### config.mk
export PLATFORM = sky130hd
export DESIGN_NAME = anita3_readout_scheduler_flat
export DESIGN_NICKNAME = d
export VERILOG_FILES = /design/src/rtl/anita3_readout_scheduler_if.sv /design/src/rtl/anita3_readout_scheduler.sv /design/src/flat_wrapper.sv
export SDC_FILE = /design/constraint.sdc
export NUM_CORES = 1
export LEC_CHECK = 0
export CAP_MARGIN = 40
export CORE_MARGIN = 4
export CORE_UTILIZATION = 40
export DETAILED_ROUTE_END_ITERATION = 16
export MAX_ROUTING_LAYER = met4
export REMOVE_ABC_BUFFERS = 1
export SYNTH_ARGS = -nofsm -noshare
export SYNTH_HDL_FRONTEND = slang
export SYNTH_SLANG_ARGS = --single-unit
### constraint.sdc
create_clock -name clk250_i -period 2.9 [get_ports clk250_i]
set_input_delay 0.29 -clock clk250_i [delete_from_list [all_inputs] [get_ports clk250_i]]
set_output_delay 0.29 -clock clk250_i [all_outputs]
set_load 0.05 [all_outputs]
### src/rtl/anita3_readout_scheduler_if.sv
// Bundles the buffer-manager, digitizer and status signals of the readout scheduler.
// The scheduler connects through the slave modport; the environment driving it uses master.
interface anita3_readout_scheduler_if;
    logic       digitize_i;
    logic [1:0] digitize_buffer_i;
    logic [3:0] digitize_source_i;
    logic       read_req_o;
    logic [1:0] read_buffer_o;
    logic [3:0] read_source_o;
    logic       read_ack_i;
    logic       read_done_i;
    logic       clear_o;
    logic [1:0] clear_buffer_o;
    logic [2:0] pending_o;
    logic       busy_o;
    logic       overflow_o;
    logic       timeout_o;

    modport slave (
        input  digitize_i, digitize_buffer_i, digitize_source_i,
        input  read_ack_i, read_done_i,
        output read_req_o, read_buffer_o, read_source_o,
        output clear_o, clear_buffer_o, pending_o, busy_o, overflow_o, timeout_o
    );

    modport master (
        output digitize_i, digitize_buffer_i, digitize_source_i,
        output read_ack_i, read_done_i,
        input  read_req_o, read_buffer_o, read_source_o,
        input  clear_o, clear_buffer_o, pending_o, busy_o, overflow_o, timeout_o
    );
endinterface

### src/rtl/anita3_readout_scheduler.sv
// Queues LAB digitize events in trigger order, runs one digitizer readout at a time
// and frees each buffer back to the buffer manager with a one-cycle clear.
//
// state   | meaning
// --------+-----------------------------------------------------------
// S_IDLE  | no readout in flight; pops the queue head when one is pending
// S_REQ   | read_req_o high, waiting for read_ack_i
// S_READ  | digitizer reading the buffer, waiting for read_done_i
// S_CLEAR | one-cycle clear_o for read_buffer_o, then back to idle
module anita3_readout_scheduler #(
    parameter int unsigned NUM_HOLD       = 4,
    parameter int unsigned TIMEOUT_CYCLES = 65535
) (
    input  logic                        clk250_i,
    input  logic                        rst_i,
    anita3_readout_scheduler_if.slave   bus
);

    typedef enum logic [1:0] {
        S_IDLE  = 2'd0,
        S_REQ   = 2'd1,
        S_READ  = 2'd2,
        S_CLEAR = 2'd3
    } state_t;

    // Down-counter loaded on pop; reaching zero matches an up-count hitting TIMEOUT_CYCLES-1.
    localparam logic [15:0] TIMER_LOAD = 16'(TIMEOUT_CYCLES - 1);

    state_t      state_q, state_d;
    logic        digitize_q;
    logic [5:0]  fifo_q [NUM_HOLD];
    logic [1:0]  wr_ptr_q, rd_ptr_q;
    logic [2:0]  count_q;
    logic [1:0]  read_buffer_q;
    logic [3:0]  read_source_q;
    logic [15:0] timer_q, timer_d;
    logic        overflow_q, timeout_q;

    logic        evt, pop, push, full, timeout_set;

    assign evt  = bus.digitize_i & ~digitize_q;
    assign full = (count_q == 3'(NUM_HOLD));
    assign pop  = (state_q == S_IDLE) && (count_q != 3'd0);
    // A full queue still takes the push when the head leaves in the same cycle.
    assign push = evt && (!full || pop);

    always_comb begin
        state_d     = state_q;
        timer_d     = timer_q;
        timeout_set = 1'b0;
        case (state_q)
            S_IDLE: begin
                if (pop) begin
                    state_d = S_REQ;
                    timer_d = TIMER_LOAD;
                end
            end
            S_REQ: begin
                timer_d = timer_q - 16'd1;
                if (bus.read_ack_i) begin
                    state_d = S_READ;
                end else if (timer_q == 16'd0) begin
                    state_d     = S_CLEAR;
                    timeout_set = 1'b1;
                end
            end
            S_READ: begin
                timer_d = timer_q - 16'd1;
                if (bus.read_done_i) begin
                    state_d = S_CLEAR;
                end else if (timer_q == 16'd0) begin
                    state_d     = S_CLEAR;
                    timeout_set = 1'b1;
                end
            end
            S_CLEAR: begin
                state_d = S_IDLE;
            end
            default: begin
                state_d = S_IDLE;
            end
        endcase
    end

    always_ff @(posedge clk250_i) begin
        if (rst_i) begin
            state_q       <= S_IDLE;
            digitize_q    <= 1'b0;
            wr_ptr_q      <= 2'd0;
            rd_ptr_q      <= 2'd0;
            count_q       <= 3'd0;
            read_buffer_q <= 2'd0;
            read_source_q <= 4'd0;
            timer_q       <= 16'd0;
            overflow_q    <= 1'b0;
            timeout_q     <= 1'b0;
        end else begin
            state_q    <= state_d;
            timer_q    <= timer_d;
            digitize_q <= bus.digitize_i;

            if (push) begin
                fifo_q[wr_ptr_q] <= {bus.digitize_source_i, bus.digitize_buffer_i};
                wr_ptr_q         <= wr_ptr_q + 2'd1;
            end
            if (pop) begin
                {read_source_q, read_buffer_q} <= fifo_q[rd_ptr_q];
                rd_ptr_q                       <= rd_ptr_q + 2'd1;
            end

            case ({push, pop})
                2'b10:   count_q <= count_q + 3'd1;
                2'b01:   count_q <= count_q - 3'd1;
                default: count_q <= count_q;
            endcase

            if (evt && !push) begin
                overflow_q <= 1'b1;
            end
            if (timeout_set) begin
                timeout_q <= 1'b1;
            end
        end
    end

    assign bus.read_req_o     = (state_q == S_REQ);
    assign bus.read_buffer_o  = read_buffer_q;
    assign bus.read_source_o  = read_source_q;
    assign bus.clear_o        = (state_q == S_CLEAR);
    assign bus.clear_buffer_o = (state_q == S_CLEAR) ? read_buffer_q : 2'd0;
    assign bus.pending_o      = count_q;
    assign bus.busy_o         = (state_q != S_IDLE);
    assign bus.overflow_o     = overflow_q;
    assign bus.timeout_o      = timeout_q;

endmodule
### src/flat_wrapper.sv
// flat-port wrapper written by rule: the top's interface ports become plain ports
module anita3_readout_scheduler_flat 
#(
    parameter int unsigned NUM_HOLD       = 4,
    parameter int unsigned TIMEOUT_CYCLES = 65535
)
  (clk250_i, rst_i, bus_digitize_i, bus_digitize_buffer_i, bus_digitize_source_i, bus_read_ack_i, bus_read_done_i, bus_read_req_o, bus_read_buffer_o, bus_read_source_o, bus_clear_o, bus_clear_buffer_o, bus_pending_o, bus_busy_o, bus_overflow_o, bus_timeout_o);
  anita3_readout_scheduler_if bus_i ();
  input  logic clk250_i;
  input  logic rst_i;
  input wire logic [$bits(bus_i.digitize_i)-1:0] bus_digitize_i;
  input wire logic [$bits(bus_i.digitize_buffer_i)-1:0] bus_digitize_buffer_i;
  input wire logic [$bits(bus_i.digitize_source_i)-1:0] bus_digitize_source_i;
  input wire logic [$bits(bus_i.read_ack_i)-1:0] bus_read_ack_i;
  input wire logic [$bits(bus_i.read_done_i)-1:0] bus_read_done_i;
  output wire logic [$bits(bus_i.read_req_o)-1:0] bus_read_req_o;
  output wire logic [$bits(bus_i.read_buffer_o)-1:0] bus_read_buffer_o;
  output wire logic [$bits(bus_i.read_source_o)-1:0] bus_read_source_o;
  output wire logic [$bits(bus_i.clear_o)-1:0] bus_clear_o;
  output wire logic [$bits(bus_i.clear_buffer_o)-1:0] bus_clear_buffer_o;
  output wire logic [$bits(bus_i.pending_o)-1:0] bus_pending_o;
  output wire logic [$bits(bus_i.busy_o)-1:0] bus_busy_o;
  output wire logic [$bits(bus_i.overflow_o)-1:0] bus_overflow_o;
  output wire logic [$bits(bus_i.timeout_o)-1:0] bus_timeout_o;
  assign bus_i.digitize_i = bus_digitize_i;
  assign bus_i.digitize_buffer_i = bus_digitize_buffer_i;
  assign bus_i.digitize_source_i = bus_digitize_source_i;
  assign bus_i.read_ack_i = bus_read_ack_i;
  assign bus_i.read_done_i = bus_read_done_i;
  assign bus_read_req_o = bus_i.read_req_o;
  assign bus_read_buffer_o = bus_i.read_buffer_o;
  assign bus_read_source_o = bus_i.read_source_o;
  assign bus_clear_o = bus_i.clear_o;
  assign bus_clear_buffer_o = bus_i.clear_buffer_o;
  assign bus_pending_o = bus_i.pending_o;
  assign bus_busy_o = bus_i.busy_o;
  assign bus_overflow_o = bus_i.overflow_o;
  assign bus_timeout_o = bus_i.timeout_o;
  anita3_readout_scheduler #(.NUM_HOLD(NUM_HOLD), .TIMEOUT_CYCLES(TIMEOUT_CYCLES)) u_core (.clk250_i(clk250_i), .rst_i(rst_i), .bus(bus_i));
endmodule
==> results.json, run 1 <==
{
  "status": "completed",
  "critPathMaxFanout": 7,
  "fillers": 564,
  "clkLatencyLatePin_ns": 0.34,
  "cpMaxStageDelayCell": "fa_1",
  "coreArea_um2": 6350,
  "maxCapViolCount": 0,
  "grtUsageMet2_pct": 22.7,
  "drtIter0Drc": 86,
  "finalWeightedCongestion": 0.835,
  "yosysWarnings": 0,
  "root_buffer": "clkbuf_8",
  "slew_headroom_pct": 41.9,
  "cp_cell_sequence": "inv_1 > ha_1 > o31ai_1 > nor2_1 > inv_1 > fa_1 > mux2i_1 > mux2_2",
  "finalCritPeriodShare_pct": 85.0,
  "comb_power_share_pct": 38.0,
  "io_buffers": 26,
  "clkPwrFrac_pct": 24.7,
  "p_sw_w": 0.00128,
  "vias": 1824,
  "cts_sinks": 58,
  "drtAntennaViolNets": 0,
  "placed_cells": 329,
  "use_met3_pct": 5.59,
  "min-delay-start": "u_core.bus.timeout_o$_SDFFE_PP0P_",
  "areaGrowthSynthToFinish_pct": 21.3,
  "synth_top_cell_area_share_pct": 27.6,
  "p_per_area_nw_per_um2": 1050,
  "cts_hold_buffers": 0,
  "hold_violations": 0,
  "instances_no_fill": 345,
  "ctsResizeCount": 0,
  "cts_tree": "yes",
  "worst-slew-pin-transition_ns": 0.864,
  "grt_pass1_vias": 1750,
  "tns_ns": 0,
  "cts_buffers": 9,
  "fin_ws_ns": 0.435,
  "wire_per_inst_um": 14.4,
  "ys_ff_latch": 58,
  "fp.dieW_um": 88.8,
  "rsz0062_at_grt": "no",
  "grt_usage_pct": 14.5,
  "ys.flop_type": "dfxtp_1",
  "num-nets-final": 286,
  "synthCells": 234,
  "cp-start-kind": "register",
  "hpwl_mm": 3.43,
  "seqPwrFrac_pct": 37.3,
  "gr-usage-met1_pct": 17.1,
  "antenna_cells": 0,
  "avgSynthCellArea_um2": 11.2,
  "report.final.slew_viol_count": 0,
  "overflow": 0,
  "antenna_found_initial": 0,
  "netlist_area_um2": 2610,
  "critPathCaptureType": "register",
  "finClkSkew_ns": 0.00859,
  "postCtsSetupBuffers": 0,
  "hold_class": "register to register",
  "pre_cts_ws_ns": 0.435,
  "dr.pass1.iters": 4,
  "synthTopCellsByArea": "edfxtp_1, dfxtp_1, ha_1",
  "cts.clk_slew.worst_paths_ns": 0.07,
  "regArea_um2": 1400,
  "ys_seq_area_share_pct": 53.7,
  "path_class": "register to register",
  "drive_above_1_share_pct": 13.1,
  "die_area_um2": 7880,
  "htreeDepth": 3,
  "layout_min_cycle_time_ns": 2.46,
  "async_flop_share_pct": 0,
  "synth_edf_count": 24,
  "grt.busiest_layer": "met2",
  "irDropWorstVdd_uv": 468,
  "cpPeakStageDelay_ns": 0.38,
  "setup_viol": 0,
  "worstPathRequired_ns": 3.12,
  "die_h_um": 88.8,
  "switching_share_pct": 38.5,
  "synth_largest_area_cell": "edfxtp_1",
  "crit_path_frequent_cell": "inv_1",
  "worstPathArrival_ns": 2.69,
  "io_pins": 27,
  "drcViolationCount": 0,
  "initial_utilization_pct": 41.1,
  "r2r-start": "u_core.state_q[0]$_SDFFE_PP0P_",
  "rows": 29,
  "worstSetupStartpoint": "u_core.state_q[0]$_SDFFE_PP0P_",
  "wl_mm": 4.98,
  "multi_input_area_um2": 1130,
  "grt_pass1_wl_mm": 8.31,
  "grt_max_degree": 37,
  "max_freq_mhz": 406,
  "via_per_inst": 5.29,
  "leakagePower_nw": 1.10,
  "cts_buffer_depth": 2,
  "synth_cell_types": 44,
  "power.internal_w": 0.00204
}
==> through the flow <==
stage	util [%]	instance area [um2]	total power (W)	hold slack, ns
detailed placement	46.4	2950	0.00252	0.446
global route	49.9	3170	0.00355	0.469
CTS	49.9	3170	0.00334	0.455
floorplan	-	2570	0.00215	0.359
finish	49.9	3170	0.00331	0.450
global placement	46.4	2950	0.00251	0.435
==> layout make-up <==
| class | instances | share of cell area (%) |
|---|---|---|
| multi-input cells | 154 | 35.6 |
| clock inverters | 6 | 2.88 |
| flip-flops and latches | 58 | 44.3 |
| clock buffers | 10 | 4.03 |
| inverters | 11 | 1.30 |
| well taps | 77 | 3.04 |
| repair buffers | 29 | 8.93 |
==> state kept, by name, summed over array words and instances (netlist names) <==
| name | flops |
|---|---|
| u_core.fifo_q | 24 |
| u_core.timer_q | 16 |
| u_core.bus.read_source_o | 4 |
| u_core.bus.pending_o | 3 |
| u_core.bus.read_buffer_o | 2 |
| u_core.rd_ptr_q | 2 |
| u_core.state_q | 2 |
| u_core.wr_ptr_q | 2 |
| u_core.bus.overflow_o | 1 |
| u_core.bus.timeout_o | 1 |
| u_core.digitize_q | 1 |
==> per-layer routing <==
layer,wire (um),vias to the layer above,share of wire (%)
li1,-,921,-
met1,2290,875,46
met2,2440,24,49
met3,214,4,4.3
met4,35,0,0.70
met5,0,-,0
==> critical path, delay by kind of cell, from the launching register on <==
family	cells	cell delay (ns)
compound gates	1	0.24
fa+ha+maj	2	0.66
buf+inv	2	0.23
flops	1	0.35
mux	2	0.52
simple gates	1	0.34
==> power by group through the flow <==
stage / logic, W / registers [W] / clock network (W)
after floorplan: 0.000774 / 0.00137 / 0
after global placement: 0.00126 / 0.00125 / 0
after detailed placement: 0.00126 / 0.00125 / 0
after CTS: 0.00127 / 0.00123 / 0.000838
after global routing: 0.00140 / 0.00127 / 0.000880
final: 0.00126 / 0.00124 / 0.000819
==> kinds of logic after synthesis <==
group | after synthesis | synth area share (%)
and+or+nand+nor | 77 | 16.9
DFF | 58 | 53.7
AOI/OAI and AO/OA | 47 | 10.9
buffers and inverters | 22 | 3.21
adders and majority gates | 12 | 6.04
xor gates and xnor gates | 10 | 3.35
muxes | 8 | 5.99
==> placed cells by master (no fill, tap or decap), types with 2 or more instances in the layout <==
cell type,instances
clkbuf_8,9
clkdlybuf4s50_1,26
or4_4,2
xor2_1,8
bufinv_16,2
nor2_1,12
or4_1,4
xnor2_1,2
nand2_1,15
nor4b_1,2
nand2b_1,2
buf_4,3
or4_2,2
edfxtp_1,24
a31oi_1,7
inv_1,11
a21oi_1,20
o21ai_0,6
nand3_1,5
a211oi_1,2
dfxtp_1,34
nor4_1,2
clkinv_4,3
or3_1,3
ha_1,11
nand4_1,4
or3_2,3
nor3b_1,2
and2_1,6
mux4_2,6
nor2b_1,5
o31ai_1,5
nor3_1,5
==> worst paths after layout <==
kind	to	slack, ns	depth (start not counted)
max	u_core.bus.pending_o[2]$_SDFFE_PP0P_	0.44	8
min	u_core.bus.timeout_o$_SDFFE_PP0P_	0.45	2
max reg2reg	u_core.bus.pending_o[2]$_SDFFE_PP0P_	0.44	8
min reg2reg	u_core.bus.timeout_o$_SDFFE_PP0P_	0.45	2
==> Yosys cell counts, types with 3 or more instances <==
library cell / count
or4_1: 4
xor2_1: 8
mux4_2: 6
a31oi_1: 7
nor2b_1: 5
dfxtp_1: 34
inv_1: 11
nor2_1: 12
nand4_1: 4
a21oi_1: 20
nand3_1: 5
nor3_1: 5
edfxtp_1: 24
or3_2: 3
o31ai_1: 5
nand2_1: 15
o21ai_0: 6
and2_1: 6
clkbuf_1: 9
ha_1: 11
or3_1: 3
Note: power is estimated with default switching activity, not from simulation.
==> run 2, diff against run 1 <==
==> constraint.sdc (replaced) <==
create_clock -name clk250_i -period 2.3 [get_ports clk250_i]
set_input_delay 0.23 -clock clk250_i [delete_from_list [all_inputs] [get_ports clk250_i]]
set_output_delay 0.23 -clock clk250_i [all_outputs]
set_load 0.05 [all_outputs]
==> results.json, run 2 (synthesis results as in run 1) <==
{
  "status": "completed",
  "coreArea_um2": 6350,
  "areaGrowthSynthToFinish_pct": 23.8,
  "grt_usage_pct": 14.3,
  "layout_commonest_cell": "dfxtp_1",
  "grt_max_degree": 37,
  "finClkSkew_ns": 0.00605,
  "worst-slew-pin-transition_ns": 0.663,
  "cts_buffer_depth": 2,
  "finalWeightedCongestion": 0.772,
  "drive_above_1_share_pct": 15.9,
  "placed_cell_area_um2": 3020,
  "vias": 1822,
  "slew_headroom_pct": 55.2,
  "via_per_inst": 5.15,
  "post-route-util_pct": 50.9,
  "worstSetupStartpoint": "u_core.state_q[0]$_SDFFE_PP0P_",
  "r2r-start": "u_core.state_q[0]$_SDFFE_PP0P_",
  "endpoint": "bus_clear_buffer_o[1]",
  "grt_pass1_vias": 1726,
  "postCtsSetupBuffers": 0,
  "reg2reg_depth": 6,
  "initial_utilization_pct": 41.1,
  "grt_pass1_wl_mm": 8.16,
  "antenna_cells": 0,
  "io_pins": 27,
  "worstPathRequired_ns": 2.07,
  "hpwl_mm": 3.54,
  "critPathCaptureType": "output pin",
  "r2r_end": "u_core.timer_q[13]$_SDFFE_PP0P_",
  "wl_mm": 4.94,
  "overflow": 0,
  "root_buffer": "clkbuf_8",
  "critPathMaxFanout": 4,
  "htreeDepth": 3,
  "p_per_area_nw_per_um2": 1310,
  "rsz0062_at_grt": "no",
  "instances_no_fill": 354,
  "io_buffers": 26,
  "cts.clk_slew.worst_paths_ns": 0.07,
  "layout_min_cycle_time_ns": 2.17,
  "pre_cts_ws_ns": 0.191,
  "irDropWorstVdd_uv": 674,
  "fin_ws_ns": 0.134,
  "worstPathArrival_ns": 1.94,
  "die_area_um2": 7880,
  "clkLatencyLatePin_ns": 0.33,
  "path_class": "register to output pin",
  "final_cell_mix": "dfxtp_1, clkdlybuf4s50_1, edfxtp_1",
  "num-nets-final": 295,
  "die_h_um": 88.8,
  "hold_class": "register to register",
  "drtAntennaViolNets": 0,
  "r2r_slack_ns": 0.19,
  "wire_per_inst_um": 13.9,
  "design_area_um2": 3230,
  "drtIter0Drc": 81,
  "dr.pass1.iters": 4,
  "maxCapViolCount": 0,
  "fp.dieW_um": 88.8,
  "setup_viol": 0,
  "rows": 29,
  "finalCritPeriodShare_pct": 94.2,
  "cts_sinks": 58,
  "ctsResizeCount": 0,
  "cp-start-kind": "register",
  "cts_hold_buffers": 0,
  "max_freq_mhz": 462,
  "largest-register": "u_core.fifo_q",
  "placed_cells": 338,
  "leakagePower_nw": 1.14,
  "cts_buffers": 9,
  "cts_tree": "yes",
  "antenna_found_initial": 0,
  "hold_violations": 0,
  "drcViolationCount": 0,
  "fillers": 575,
  "report.final.slew_viol_count": 0,
  "largest_reg_flops": 24
}
==> run 2: critical path: stages (launching register included) <==
cell and delay [ns]:
dfxtp_1 0.33, buf_4 0.13, ha_1 0.20, and2_1 0.14, clkdlybuf4s50_1 0.80
==> run 2: area by class of cell <==
class	count	area (um2)	area share [%]
Clock buffer	9	124	3.83
Timing Repair Buffer	38	350	10.8
Multi-Input combinational cell	154	1130	34.8
Inverter	11	41.3	1.28
Sequential cell	58	1400	43.4
Tap cell	77	96.3	2.98
Clock inverter	7	92.6	2.86
==> run 2: stage by stage <==
stage               hold WS, ns  power [W]  setup TNS [ns]
floorplan                 0.299    0.00270         -0.0175
global placement          0.435    0.00326               0
detailed placement        0.439    0.00328               0
CTS                       0.449    0.00430               0
global route              0.472    0.00456               0
finish                    0.445    0.00425               0
==> run 2: layer usage <==
metal | vias to the layer above | global-route usage [%] | share of wire [%]
li1 | 936 | - | -
met1 | 847 | 16.8 | 46
met2 | 32 | 22.2 | 48
met3 | 7 | 5.40 | 4.4
met4 | 0 | 5.36 | 1.2
met5 | - | - | 0
==> run 2: worst min path at each step <==
stage / start / endpoint / depth (start not counted) / slack [ns]
after global routing: u_core.bus.timeout_o$_SDFFE_PP0P_ / u_core.bus.timeout_o$_SDFFE_PP0P_ / 2 / 0.47
after CTS: u_core.bus.timeout_o$_SDFFE_PP0P_ / u_core.bus.timeout_o$_SDFFE_PP0P_ / 2 / 0.45
final: u_core.bus.timeout_o$_SDFFE_PP0P_ / u_core.bus.timeout_o$_SDFFE_PP0P_ / 2 / 0.45
after detailed placement: u_core.bus.timeout_o$_SDFFE_PP0P_ / u_core.bus.timeout_o$_SDFFE_PP0P_ / 2 / 0.44
after floorplan: rst_i / u_core.bus.pending_o[0]$_SDFFE_PP0P_ / 1 / 0.30
after global placement: u_core.bus.timeout_o$_SDFFE_PP0P_ / u_core.bus.timeout_o$_SDFFE_PP0P_ / 2 / 0.44
==> run 2: power breakdown <==
group	leakage (nW)	total [W]	internal [W]	switching, W
sequential	0.498	0.00154	0.00130	0.000243
clock	0.103	0.00101	0.000607	0.000398
combinational	0.540	0.00170	0.000745	0.000955
total	1.14	0.00425	0.00265	0.00160
==> run 3, diff against run 2 <==
--- a/config.mk
+++ b/config.mk
@@ -7,9 +7,10 @@
 export LEC_CHECK = 0
 export CAP_MARGIN = 40
 export CORE_MARGIN = 4
-export CORE_UTILIZATION = 40
+export CORE_UTILIZATION = 54
 export DETAILED_ROUTE_END_ITERATION = 16
 export MAX_ROUTING_LAYER = met4
+export PLACE_DENSITY = 0.86
 export REMOVE_ABC_BUFFERS = 1
 export SYNTH_ARGS = -nofsm -noshare
 export SYNTH_HDL_FRONTEND = slang
==> results.json, run 3 (synthesis results as in run 1) <==
{
  "pre_cts_ws_ns": 0.197,
  "p_per_area_nw_per_um2": 1380,
  "coreArea_um2": 4690,
  "status": "completed",
  "grt_pass1_vias": 1912,
  "layout_commonest_cell": "dfxtp_1",
  "leakagePower_nw": 1.16,
  "placed_cell_area_um2": 2980,
  "worstPathArrival_ns": 1.96,
  "worstPathRequired_ns": 2.07,
  "setup_viol": 0,
  "rsz0062_at_grt": "no",
  "hold_violations": 0,
  "cts_sinks": 58,
  "fp.dieW_um": 77.5,
  "critPathCaptureType": "output pin",
  "ctsResizeCount": 0,
  "grt_pass1_wl_mm": 8.92,
  "num-nets-final": 294,
  "die_h_um": 77.5,
  "report.final.slew_viol_count": 0,
  "hpwl_mm": 3.64,
  "instances_no_fill": 330,
  "antenna_found_initial": 0,
  "hold_class": "register to register",
  "drcViolationCount": 0,
  "grt_usage_pct": 19.8,
  "drive_above_1_share_pct": 15.9,
  "r2r_slack_ns": 0.17,
  "layout_min_cycle_time_ns": 2.19,
  "via_per_inst": 5.67,
  "drtIter0Drc": 157,
  "critPathMaxFanout": 5,
  "cts_buffer_depth": 2,
  "r2r-start": "u_core.state_q[0]$_SDFFE_PP0P_",
  "cp-start-kind": "register",
  "final_cell_mix": "dfxtp_1, clkdlybuf4s50_1, edfxtp_1",
  "cts_hold_buffers": 0,
  "finalWeightedCongestion": 0.778,
  "design_area_um2": 3240,
  "vias": 1870,
  "fin_ws_ns": 0.107,
  "die_area_um2": 6010,
  "rows": 25,
  "dr.pass1.iters": 4,
  "finClkSkew_ns": 0.0103,
  "postCtsSetupBuffers": 0,
  "min-delay-start": "u_core.bus.timeout_o$_SDFFE_PP0P_",
  "io_pins": 27,
  "wl_mm": 5.20,
  "cts_tree": "yes",
  "htreeDepth": 3,
  "worst-slew-pin-transition_ns": 0.681,
  "grt_max_degree": 37,
  "worstSetupStartpoint": "u_core.state_q[1]$_SDFFE_PP0P_",
  "cts_buffers": 9,
  "finalCritPeriodShare_pct": 95.3,
  "maxCapViolCount": 0,
  "wire_per_inst_um": 15.8,
  "cts.clk_slew.worst_paths_ns": 0.06,
  "overflow": 0,
  "clkLatencyLatePin_ns": 0.33,
  "tns_ns": 0,
  "placed_cells": 314,
  "max_freq_mhz": 456,
  "drtAntennaViolNets": 0,
  "root_buffer": "clkbuf_8",
  "largest-register": "u_core.fifo_q",
  "largest_reg_flops": 24,
  "p_total_w": 0.00448,
  "io_buffers": 26,
  "areaGrowthSynthToFinish_pct": 24.1,
  "irDropWorstVdd_uv": 675,
  "initial_utilization_pct": 55.7,
  "antenna_cells": 0,
  "path_class": "register to output pin",
  "slew_headroom_pct": 54.0
}
run 3: changes by cell type in the layout (fill, tap and decap cells not counted):
| cell | before | now |
|---|---|---|
| bufinv_16 | 2 | 4 |
| ha_2 | 0 | 1 |
| clkinvlp_4 | 2 | 0 |
| buf_4 | 12 | 11 |
| inv_6 | 1 | 0 |
| ha_1 | 11 | 10 |
| or4b_4 | 0 | 1 |
| clkbuf_1 | 0 | 1 |
| or4b_1 | 1 | 0 |
run 3: worst paths after layout:
kind / end / cells after the start
hold reg to reg: u_core.bus.timeout_o$_SDFFE_PP0P_ / 2
setup reg to reg: u_core.timer_q[15]$_SDFFE_PP0P_ / 7
setup / recovery: bus_clear_buffer_o[1] / 4
hold / removal: u_core.bus.timeout_o$_SDFFE_PP0P_ / 2
run 3: area by class of cell:
type                       instances  area, um2
clock inverter                     6        129
inverter                          11       41.3
tap                               54       67.6
timing repair buffer              37        343
clock buffer                      10        128
sequential                        58       1400
fill                             347       1450
multi-input combinational        154       1130
run 3: report_power, final:
part,internal (W),total [W],switching [W]
Clock,0.000824,0.00120,0.000379
Combinational,0.000748,0.00173,0.000983
Sequential,0.00130,0.00155,0.000250
Total,0.00287,0.00448,0.00161
run 3: per-stage QoR:
stage	hold WS (ns)	util, %
final	0.457	69.1
after global routing	0.478	69.1
after CTS	0.461	69.0
after detailed placement	0.451	63.5
after global placement	0.437	63.5
after floorplan	0.299	-
run 3: metal layers:
layer	up-vias	global-route usage [%]	share of wire, %
met5	-	-	0
met4	0	7.47	1.1
met3	6	6.73	4.3
met2	36	31.6	51
met1	889	23.1	44
li1	939	-	-
run 3: critical path, stage by stage, from the launching register on:
cell and delay [ns]:
dfxtp_1 0.33, buf_4 0.14, ha_1 0.22, and2_1 0.15, clkdlybuf4s50_1 0.80
